[config.mk]
export PLATFORM = sky130hd
export DESIGN_NAME = pic_eeprom_flat
export DESIGN_NICKNAME = d
export VERILOG_FILES = /design/src/rtl/pic_eeprom_if.sv /design/src/rtl/pic_eeprom.sv /design/src/flat_wrapper.sv
export SDC_FILE = /design/constraint.sdc
export NUM_CORES = 1
export LEC_CHECK = 0
export ABC_AREA = 1
export BUFFER_PORTS_ARGS = -buffer_cell sky130_fd_sc_hd__buf_2
export CORE_ASPECT_RATIO = 1.4
export CORE_MARGIN = 2
export CORE_UTILIZATION = 48
export CTS_BUF_LIST = sky130_fd_sc_hd__clkbuf_8
export CTS_CLUSTER_DIAMETER = 30
export DETAILED_ROUTE_END_ITERATION = 6
export PLACE_DENSITY = 0.72
export SYNTH_ARGS = -nofsm -noshare
export SYNTH_HDL_FRONTEND = slang
export SYNTH_SLANG_ARGS = --single-unit
[constraint.sdc]
create_clock -name clkin -period 2.7 [get_ports clkin]
set_input_delay 0.54 -clock clkin [delete_from_list [all_inputs] [get_ports clkin]]
set_output_delay 0.54 -clock clkin [all_outputs]
set_load 0.01 [all_outputs]
[src/rtl/pic_eeprom_if.sv]
// Core <-> data-EEPROM request/acknowledge bus. Defining EEP_IRQ_EN adds the
// EEIF write-complete flag and its clear input.
interface pic_eeprom_if;
  logic [7:0] eepadr;
  logic [7:0] eepdtout;
  logic [7:0] eepdtin;
  logic       readeepreq;
  logic       readeepack;
  logic       writeeepreq;
  logic       writeeepack;
  logic       busy;
`ifdef EEP_IRQ_EN
  logic       eeif_clr;
  logic       eeif;

  modport master (
    output eepadr, eepdtout, readeepreq, writeeepreq, eeif_clr,
    input  eepdtin, readeepack, writeeepack, busy, eeif
  );
  modport slave (
    input  eepadr, eepdtout, readeepreq, writeeepreq, eeif_clr,
    output eepdtin, readeepack, writeeepack, busy, eeif
  );
`else
  modport master (
    output eepadr, eepdtout, readeepreq, writeeepreq,
    input  eepdtin, readeepack, writeeepack, busy
  );
  modport slave (
    input  eepadr, eepdtout, readeepreq, writeeepreq,
    output eepdtin, readeepack, writeeepack, busy
  );
`endif
endinterface

[src/rtl/pic_eeprom.sv]
// Data-EEPROM backing store for a PIC16F84-class core with a self-timed write.
// Optional EEIF write-complete flag is enabled by defining EEP_IRQ_EN.
module pic_eeprom #(
  parameter int ADDR_W    = 6,
  parameter int WR_CYCLES = 16
) (
  input  logic         clkin,
  input  logic         reset,
  pic_eeprom_if.slave  bus
);

  typedef enum logic [2:0] {IDLE, RD, WR, ACK, WAITLOW} state_t;

  localparam int DEPTH = 1 << ADDR_W;
  // The latch cycle counts as part of the write time, so the counter runs
  // WR_CYCLES+1 edges from request latch to commit.
  localparam logic [15:0] WR_LOAD = 16'(WR_CYCLES);

  state_t             state_q, state_d;
  logic [ADDR_W-1:0]  addr_q, addr_d;
  logic [7:0]         data_q, data_d;
  logic [15:0]        cnt_q, cnt_d;
  logic               rd_phase_q, rd_phase_d;
  logic               op_wr_q, op_wr_d;
  logic [7:0]         eepdtin_q, eepdtin_d;
  logic               rdack_q, rdack_d;
  logic               wrack_q, wrack_d;
  logic               mem_we;

  logic [7:0]         mem [0:DEPTH-1];
  logic [7:0]         ram_rd_q;

  always_comb begin
    state_d    = state_q;
    addr_d     = addr_q;
    data_d     = data_q;
    cnt_d      = cnt_q;
    rd_phase_d = 1'b0;
    op_wr_d    = op_wr_q;
    eepdtin_d  = eepdtin_q;
    rdack_d    = 1'b0;
    wrack_d    = 1'b0;
    mem_we     = 1'b0;
    case (state_q)
      IDLE: begin
        if (bus.writeeepreq) begin
          addr_d  = bus.eepadr[ADDR_W-1:0];
          data_d  = bus.eepdtout;
          cnt_d   = WR_LOAD;
          op_wr_d = 1'b1;
          state_d = WR;
        end else if (bus.readeepreq) begin
          addr_d  = bus.eepadr[ADDR_W-1:0];
          op_wr_d = 1'b0;
          state_d = RD;
        end
      end
      RD: begin
        // First edge loads the RAM output register, second presents it.
        if (!rd_phase_q) begin
          rd_phase_d = 1'b1;
        end else begin
          eepdtin_d = ram_rd_q;
          rdack_d   = 1'b1;
          state_d   = ACK;
        end
      end
      WR: begin
        if (cnt_q == 16'd0) begin
          mem_we  = 1'b1;
          wrack_d = 1'b1;
          state_d = ACK;
        end else begin
          cnt_d = cnt_q - 16'd1;
        end
      end
      ACK: state_d = WAITLOW;
      WAITLOW: begin
        // Only the serviced request must drop; a pending read behind a
        // write is then picked up from IDLE.
        if (op_wr_q ? !bus.writeeepreq : !bus.readeepreq)
          state_d = IDLE;
      end
      default: state_d = IDLE;
    endcase
  end

  always_ff @(posedge clkin or posedge reset) begin
    if (reset) begin
      state_q    <= IDLE;
      addr_q     <= '0;
      data_q     <= 8'h00;
      cnt_q      <= 16'd0;
      rd_phase_q <= 1'b0;
      op_wr_q    <= 1'b0;
      eepdtin_q  <= 8'h00;
      rdack_q    <= 1'b0;
      wrack_q    <= 1'b0;
    end else begin
      state_q    <= state_d;
      addr_q     <= addr_d;
      data_q     <= data_d;
      cnt_q      <= cnt_d;
      rd_phase_q <= rd_phase_d;
      op_wr_q    <= op_wr_d;
      eepdtin_q  <= eepdtin_d;
      rdack_q    <= rdack_d;
      wrack_q    <= wrack_d;
    end
  end

  // Storage is deliberately outside the reset domain so it maps to block RAM.
  always_ff @(posedge clkin) begin
    if (mem_we)
      mem[addr_q] <= data_q;
    ram_rd_q <= mem[addr_q];
  end

  assign bus.eepdtin     = eepdtin_q;
  assign bus.readeepack  = rdack_q;
  assign bus.writeeepack = wrack_q;
  assign bus.busy        = (state_q != IDLE);

`ifdef EEP_IRQ_EN
  logic eeif_q, eeif_d;

  always_comb begin
    eeif_d = eeif_q;
    if (wrack_d)
      eeif_d = 1'b1;
    else if (bus.eeif_clr)
      eeif_d = 1'b0;
  end

  always_ff @(posedge clkin or posedge reset) begin
    if (reset)
      eeif_q <= 1'b0;
    else
      eeif_q <= eeif_d;
  end

  assign bus.eeif = eeif_q;
`endif

  generate
    if (ADDR_W < 8) begin : g_addr_hi
      logic unused_addr_hi;
      assign unused_addr_hi = ^bus.eepadr[7:ADDR_W];
    end
  endgenerate

endmodule
[src/flat_wrapper.sv]
// flat-port wrapper written by rule: the top's interface ports become plain ports
module pic_eeprom_flat 
#(
  parameter int ADDR_W    = 6,
  parameter int WR_CYCLES = 16
)
  (clkin, reset, bus_eepadr, bus_eepdtout, bus_readeepreq, bus_writeeepreq, bus_eepdtin, bus_readeepack, bus_writeeepack, bus_busy);
  pic_eeprom_if bus_i ();
  input  logic clkin;
  input  logic reset;
  input wire logic [$bits(bus_i.eepadr)-1:0] bus_eepadr;
  input wire logic [$bits(bus_i.eepdtout)-1:0] bus_eepdtout;
  input wire logic [$bits(bus_i.readeepreq)-1:0] bus_readeepreq;
  input wire logic [$bits(bus_i.writeeepreq)-1:0] bus_writeeepreq;
  output wire logic [$bits(bus_i.eepdtin)-1:0] bus_eepdtin;
  output wire logic [$bits(bus_i.readeepack)-1:0] bus_readeepack;
  output wire logic [$bits(bus_i.writeeepack)-1:0] bus_writeeepack;
  output wire logic [$bits(bus_i.busy)-1:0] bus_busy;
  assign bus_i.eepadr = bus_eepadr;
  assign bus_i.eepdtout = bus_eepdtout;
  assign bus_i.readeepreq = bus_readeepreq;
  assign bus_i.writeeepreq = bus_writeeepreq;
  assign bus_eepdtin = bus_i.eepdtin;
  assign bus_readeepack = bus_i.readeepack;
  assign bus_writeeepack = bus_i.writeeepack;
  assign bus_busy = bus_i.busy;
  pic_eeprom #(.ADDR_W(ADDR_W), .WR_CYCLES(WR_CYCLES)) u_core (.clkin(clkin), .reset(reset), .bus(bus_i));
endmodule
==> metrics.csv, run 1 <==
stage,metric,value,unit
outcome,status,finished with violations,
outcome,violations,DRC,
pwr,seqPwrFrac,43.5,%
die,dieArea,53400,sq um
timing,finalSetupTns,0,ns
clocking,cts_tree,yes,
setup_path,slowest_stage,dfrtp_1,
die,rows,98,
pwr,comb_power_share,29.0,%
pwr,p_clk_share,27.5,%
routing,via_per_inst,5.07,
place,dp_hpwl,37100,um
yosys,synth-async-reset-ratio,7.96,%
clocking,cts_max_level,3,
global_route,grt_usage,22.8,%
place,place_area,26200,sq um
clocking,numClockSinks,565,
timing,rsz0062_at_grt,false,
timing,worst_slew_pin_slew,0.980,ns
clocking,clk_latency,0.67,ns
timing,slew_viol_final,0,
yosys,yosysTopAreaCell,edfxtp_1,
finish,fin_cells,3335,
timing,finalSetupViolCount,0,
timing,fmaxAchievable,0.409,GHz
timing,relSlewSlack,34.7,%
routing,drt_pass1_iterations,7,
timing,finalCritPeriodShare,90.4,%
timing,hold_viol_final,0,
clocking,clock_path_buffers,3,
setup_path,required,3.06,ns
die,io_pins,31,
timing,worst_clock_skew,0.0374,ns
worst_hold_path,hold_path_class,primary input to register,
finish,drive_above_1_share,13.3,%
global_route,grt_max_degree,118,
clocking,cts_resized,0,
setup_path,worstSetupPathType,register to register,
timing,fin_crit,2.44,ns
yosys,synth_area,24800,sq um
finish,syn_to_final_growth,14.0,%
yosys,synthCells,2466,
global_route,grt_pass1_vias,16872,
yosys,yosysSeqAreaShare,67.3,%
pwr,p_per_area,1020,nW/um^2
yosys,synth_nets,2487,
pwr,ir_drop,0.647,mV
finish,fin_area,28200,sq um
yosys,synth_common_cells,"nand2_1, edfxtp_1, inv_1",
finish,nNetsFinal,2631,
die,initial_core_util,48.5,%
yosys,yosys.area.top_type_share,62.1,%
routing,drcViolationCount,1,
setup_path,crit_buf_inv,1,
setup_path,crit_path_max_fanout,9,
routing,drtAntennaViolNets,0,
pwr,p_sw_share,38.0,%
routing,finalWirelength,59600,um
setup_path,critPathMostFrequentCell,nor2_1,
job,timing.max_cap.violations,0,
place,gp_congestion,0.918,
routing,vias,16905,
yosys,ys.flop_type,edfxtp_1,
place,dp_cells,3166,
routing,avgRoutedWirePerCell,17.9,um
die,fp.dieH,273,um
yosys,yosysMostFrequentCell,nand2_1,
setup_path,crit_family,simple AND/OR/NAND/NOR gates,
yosys,ys.warnings.count,0,
yosys,ys_top_cells_by_area,"edfxtp_1, nand2_1, inv_1",
yosys,synth_edf_count,512,
global_route,antenna_found_initial,2,
setup_path,crit_path_end_kind,register,
setup_path,crit_arrival,2.81,ns
setup_path,cpPeakStageDelay,0.44,ns
global_route,grt_pass1_wl,92100,um
routing,first_iter_violations,1383,
die,die_x,196,um
yosys,avgSynthCellArea,10.0,sq um
yosys,ys_types,33,
die,coreArea,51000,sq um
pwr,power.internal,17.9,mW
pwr,p_leak,12.7,nW
setup_path,cp-start-kind,register,
pwr,p_switching,10.9,mW
clocking,ctsRootBufferMaster,clkbuf_8,
place,portBuffers,28,
global_route,overflow,0,
setup_path,crit_chain,nor2_1 > nand3_1 > nor3_2 > nand2_1 > nor2_8 > nand3_4 > nor2_1 > buf_4,
clocking,cts_made_buffers,91,
yosys,synth-seq-cells,565,
clocking,cts.clk_slew.worst_paths,0.06,ns
-- cell type report --
type	instances	area (sq um)
Antenna cell	1	2.50
Clock buffer	98	1350
Clock inverter	69	636
Fill cell	4185	22800
Inverter	510	1920
Multi-Input combinational cell	1301	5730
Sequential cell	565	16700
Tap cell	650	813
Timing Repair Buffer	141	1100
-- per-layer routing --
layer	vias to the layer above	part of all wire (%)	wire length (um)	global-route usage, %
li1	8097	-	-	-
met1	7925	37	22000	26.6
met2	687	49	29400	39.0
met3	194	7.6	4540	3.97
met4	2	6.1	3660	14.4
met5	-	0.022	13	0
-- final timing paths --
path                                               to  slack, ns  cells after the start                from
worst max register to register      u_core.mem[27][1]       0.26                      8     u_core.cnt_q[4]
worst min-delay path                 u_core.data_q[4]       0.08                      3     bus_eepdtout[4]
min in group asynchronous             u_core.cnt_q[0]       0.48                      3               reset
worst min register to register  u_core.bus.eepdtin[7]       0.44                      2  u_core.ram_rd_q[7]
max in group asynchronous       u_core.bus.readeepack       1.61                      4               reset
worst max-delay path                u_core.mem[27][1]       0.26                      8     u_core.cnt_q[4]
-- timing repair --
action,4_1_cts,5_1_grt
setup buffers,0,0
hold endpoints to repair,24,0
hold buffers,1,0
-- sequential cells by signal (all words and copies together) (netlist names) --
signal,cells
u_core.cnt_q,16
u_core.bus.eepdtin,8
u_core.mem,512
u_core.bus.writeeepack,1
u_core.ram_rd_q,8
u_core.data_q,8
u_core.op_wr_q,1
u_core.state_q,3
u_core.rd_phase_q,1
u_core.addr_q,6
u_core.bus.readeepack,1
-- cell usage in the layout, fill, tap and decap left out, types with 12 or more instances in the layout --
| cell | synthesis | layout |
|---|---|---|
| nand2_1 | 745 | 745 |
| inv_1 | 506 | 517 |
| edfxtp_1 | 512 | 512 |
| nand3_1 | 261 | 261 |
| nor2_1 | 128 | 125 |
| buf_4 | 12 | 103 |
| clkbuf_8 | 0 | 98 |
| o21ai_1 | 56 | 56 |
| dfrtp_1 | 45 | 36 |
| or2_2 | 30 | 30 |
| buf_2 | 62 | 28 |
| o21ai_0 | 26 | 26 |
| clkinv_2 | 0 | 12 |
| clkinv_1 | 0 | 12 |
-- power by group through the flow --
stage | clock, mW | combinational [mW] | sequential (mW)
finish | 7.91 | 8.34 | 12.5
global route | 8.41 | 9.19 | 12.6
CTS | 8.01 | 8.28 | 12.5
detailed placement | 0 | 8.24 | 12.7
global placement | 0 | 8.07 | 12.7
floorplan | 0 | 5.41 | 12.0
-- kinds of logic (layout without fill, tap and decap cells) --
group	Yosys count	in the layout	share of synthesized area [%]
and+or+nand+nor	1199	1199	20.7
buffers and inverters	600	818	9.69
DFF	565	565	67.3
AOI/OAI and AO/OA	95	95	2.09
xor gates and xnor gates	6	6	0.212
adders and majority gates	1	1	0.0505
other	0	1	0
-- tightest hold or removal path: cells and delay by family --
family | cells | cell delay [ns]
simple gates | 2 | 0.09
buf+inv | 1 | 0.08
-- through the flow --
stage | power [mW] | worst slack [ns] | util (%) | hold WS (ns)
6_report | 28.8 | 0.258 | 55.4 | 0.0848
5_1_grt | 30.2 | 0.109 | 55.4 | 0.0736
4_1_cts | 28.8 | 0.256 | 55.3 | 0.0502
3_5_place_dp | 20.9 | 0.271 | 51.4 | 0.423
3_3_place_gp | 20.7 | 0.284 | 51.4 | 0.420
2_1_floorplan | 17.4 | 0.577 | - | 0.410
No activity file was read; power rests on OpenSTA's default activity.
==> run 2, diff against run 1 <==
--- a/config.mk
+++ b/config.mk
@@ -5,7 +5,6 @@
 export SDC_FILE = /design/constraint.sdc
 export NUM_CORES = 1
 export LEC_CHECK = 0
-export ABC_AREA = 1
 export BUFFER_PORTS_ARGS = -buffer_cell sky130_fd_sc_hd__buf_2
 export CORE_ASPECT_RATIO = 1.4
 export CORE_MARGIN = 2
==> run 2 against run 1 <==
Against the previous run: the run ends with setup timing left; sequential power is 4% lower; final cell count is 37% lower; flip-flop and latch count stayed put; worst setup slack worse by 0.30 ns; wire length is 15% lower; clock skew is 0.0021 ns lower; combinational power is 10% lower; count of clock-buffer cells in the layout is 9 lower; sequential share of layout area is 6.1 points higher; register-to-register slack worse by 0.30 ns; core utilization is 1.5 points higher; highest routed layer is now met4.
==> metrics.csv, run 2 <==
stage,metric,value,unit
worst_hold_path,hold_path_class,primary input to asynchronous set/reset pin,
yosys,yosysTopAreaCell,edfxtp_1,
finish,layout_commonest_cell,edfxtp_1,
setup_path,cp-start-kind,register,
routing,met3_length,3170,um
finish,syn_to_final_growth,17.1,%
setup_path,required,3.21,ns
yosys,yosysSeqAreaShare,76.3,%
clocking,clk_latency,0.64,ns
finish,top_register,u_core.mem,
yosys,avgSynthCellArea,17.9,sq um
place,dp_cells,1941,
routing,wl_met2,27100,um
die,die_x,184,um
setup_path,crit_path_max_fanout,8,
die,rows,92,
setup_path,rrSetupSlack,-0.04,ns
timing,slew_viol_final,0,
routing,avgRoutedWirePerCell,24.1,um
finish,top_regs,"u_core.mem x512, u_core.cnt_q x16",
finish,largest_reg_flops,512,
setup_path,crit_arrival,3.25,ns
global_route,overflow,0,
timing,relSlewSlack,17.0,%
pwr,p_leak,8.77,nW
die,initial_core_util,48.5,%
yosys,ys_top_cells_by_area,"edfxtp_1, mux4_2, dfrtp_1",
setup_path,r2r-start,u_core.addr_q[0],
place,dp_hpwl,33200,um
timing,worst_slew_pin_slew,1.25,ns
timing,fmaxAchievable,0.365,GHz
setup_path,worstSetupPathType,register to register,
yosys,synth_area,21800,sq um
pwr,ir_drop,0.445,mV
clocking,numClockSinks,565,
clocking,cts.clk_slew.worst_paths,0.07,ns
finish,fin_cells,2104,
yosys,ys_types,57,
yosys,yosys.area.top_type_share,70.4,%
die,io_pins,31,
finish,nNetsFinal,1443,
global_route,antenna_found_initial,1,
routing,finalWirelength,50700,um
clocking,ctsRootBufferMaster,clkbuf_8,
yosys,ys.warnings.count,0,
die,coreArea,45000,sq um
setup_path,ff2ff_path_depth,8,
timing,fin_crit,2.74,ns
die,dieArea,47300,sq um
routing,wl_met1,18200,um
yosys,synth-async-reset-ratio,7.96,%
clocking,clock_path_buffers,3,
pwr,p_per_area,1050,nW/um^2
timing,hold_viol_final,0,
finish,drive_above_1_share,29.4,%
yosys,yosysMostFrequentCell,edfxtp_1,
timing,setup_ws,-0.0404,ns
global_route,grt_pass1_vias,12688,
place,gp_congestion,0.893,
yosys,synthCells,1221,
routing,via_per_inst,5.91,
clocking,cts_made_buffers,85,
yosys,synth_edf_count,512,
timing,finalSetupViolCount,1,
routing,drtAntennaViolNets,0,
yosys,synth_common_cells,"edfxtp_1, nor2_1, nand2_1",
timing,rsz0062_at_grt,true,
routing,drcViolationCount,0,
job,timing.max_cap.violations,0,
routing,routed.top_layer,met4,
place,portBuffers,28,
yosys,synth_nets,1242,
clocking,cts_tree,yes,
setup_path,r2r_end,u_core.ram_rd_q[2],
timing,finalCritPeriodShare,101,%
yosys,ys.flop_type,edfxtp_1,
routing,first_iter_violations,1314,
outcome,status,finished with violations,
timing,worst_clock_skew,0.0352,ns
setup_path,crit_path_end_kind,register,
clocking,cts_max_level,3,
global_route,grt_pass1_wl,76000,um
global_route,grt_max_degree,66,
routing,vias,12426,
routing,drt_pass1_iterations,7,
setup_path,cp-startpoint,u_core.addr_q[0],
yosys,synth-seq-cells,565,
finish,final_cell_mix,"edfxtp_1, buf_4, nor2_1",
pwr,power,26.8,mW
die,fp.dieH,256,um
global_route,grt_usage,21.8,%
outcome,violations,setup timing,
place,pre_cts_ws,-0.0429,ns
finish,n_fill_cell,3280,
-- run 2: cells by family (layout without fill, tap and decap cells) --
family	Yosys count	count (layout)	share of synthesized area [%]
fa+ha+maj	1	1	0.0573
xor+xnor	8	8	0.321
flops	565	565	76.3
simple gates	251	251	5.37
other cells	0	1	0
buf+inv	72	343	1.50
compound gates	178	178	6.04
mux	146	146	10.4
-- run 2: repair_timing --
item / 4_1_cts / 5_1_grt
hold buffers: 0 / 0
resized for setup: 1 / 9
buffers inserted: 3 / 2
endpoints found under the setup margin: 3 / 63
-- run 2: layout make-up --
cell class              count  area [sq um]  share of cell area [%]
clock inverters            68           554                    2.17
diodes                      1          2.50                 0.00979
flip-flops and latches    565         16700                    65.2
multi-input cells         584          4910                    19.2
repair buffers            179          1400                    5.49
well taps                 611           764                    2.99
clock buffers              89          1220                    4.79
inverters                   7          26.3                   0.103
-- run 2: worst max-delay path, cell delays in order (launching register included) --
cell	delay (ns)
dfrtp_4	0.53
buf_4	0.16
buf_12	0.13
mux4_2	0.51
a221oi_1	0.48
nor2_1	0.19
nor4_2	0.31
buf_4	0.21
nand4_1	0.09
-- run 2: through the flow --
step	utilization (%)	cell area, sq um	setup TNS [ns]	hold slack, ns
finish	56.8	25600	-0.0404	0.0708
global placement	52.7	23700	-0.0301	0.417
CTS	56.7	25500	0	0.0436
floorplan	-	21800	0	0.409
detailed placement	52.7	23700	-0.0668	0.436
global route	56.8	25600	-0.0525	0.0768
-- run 2: worst max path at each step --
stage	endpoint	depth (start not counted)
after floorplan	u_core.mem[42][0]	5
after global placement	u_core.ram_rd_q[0]	8
after detailed placement	u_core.ram_rd_q[6]	8
after CTS	u_core.ram_rd_q[0]	8
after global routing	u_core.ram_rd_q[2]	8
final	u_core.ram_rd_q[2]	8
-- run 2: power breakdown --
group / switching [mW] / total [mW] / internal [mW]
clock: 3.25 / 7.22 / 3.97
sequential: 1.06 / 12.0 / 11.0
combinational: 4.33 / 7.51 / 3.18
total: 8.65 / 26.8 / 18.1
-- run 2: routing by layer --
layer | vias to the layer above | track usage [%]
li1 | 5374 | -
met1 | 6356 | 25.1
met2 | 562 | 38.2
met3 | 134 | 4.29
met4 | 0 | 11.3
met5 | - | 0
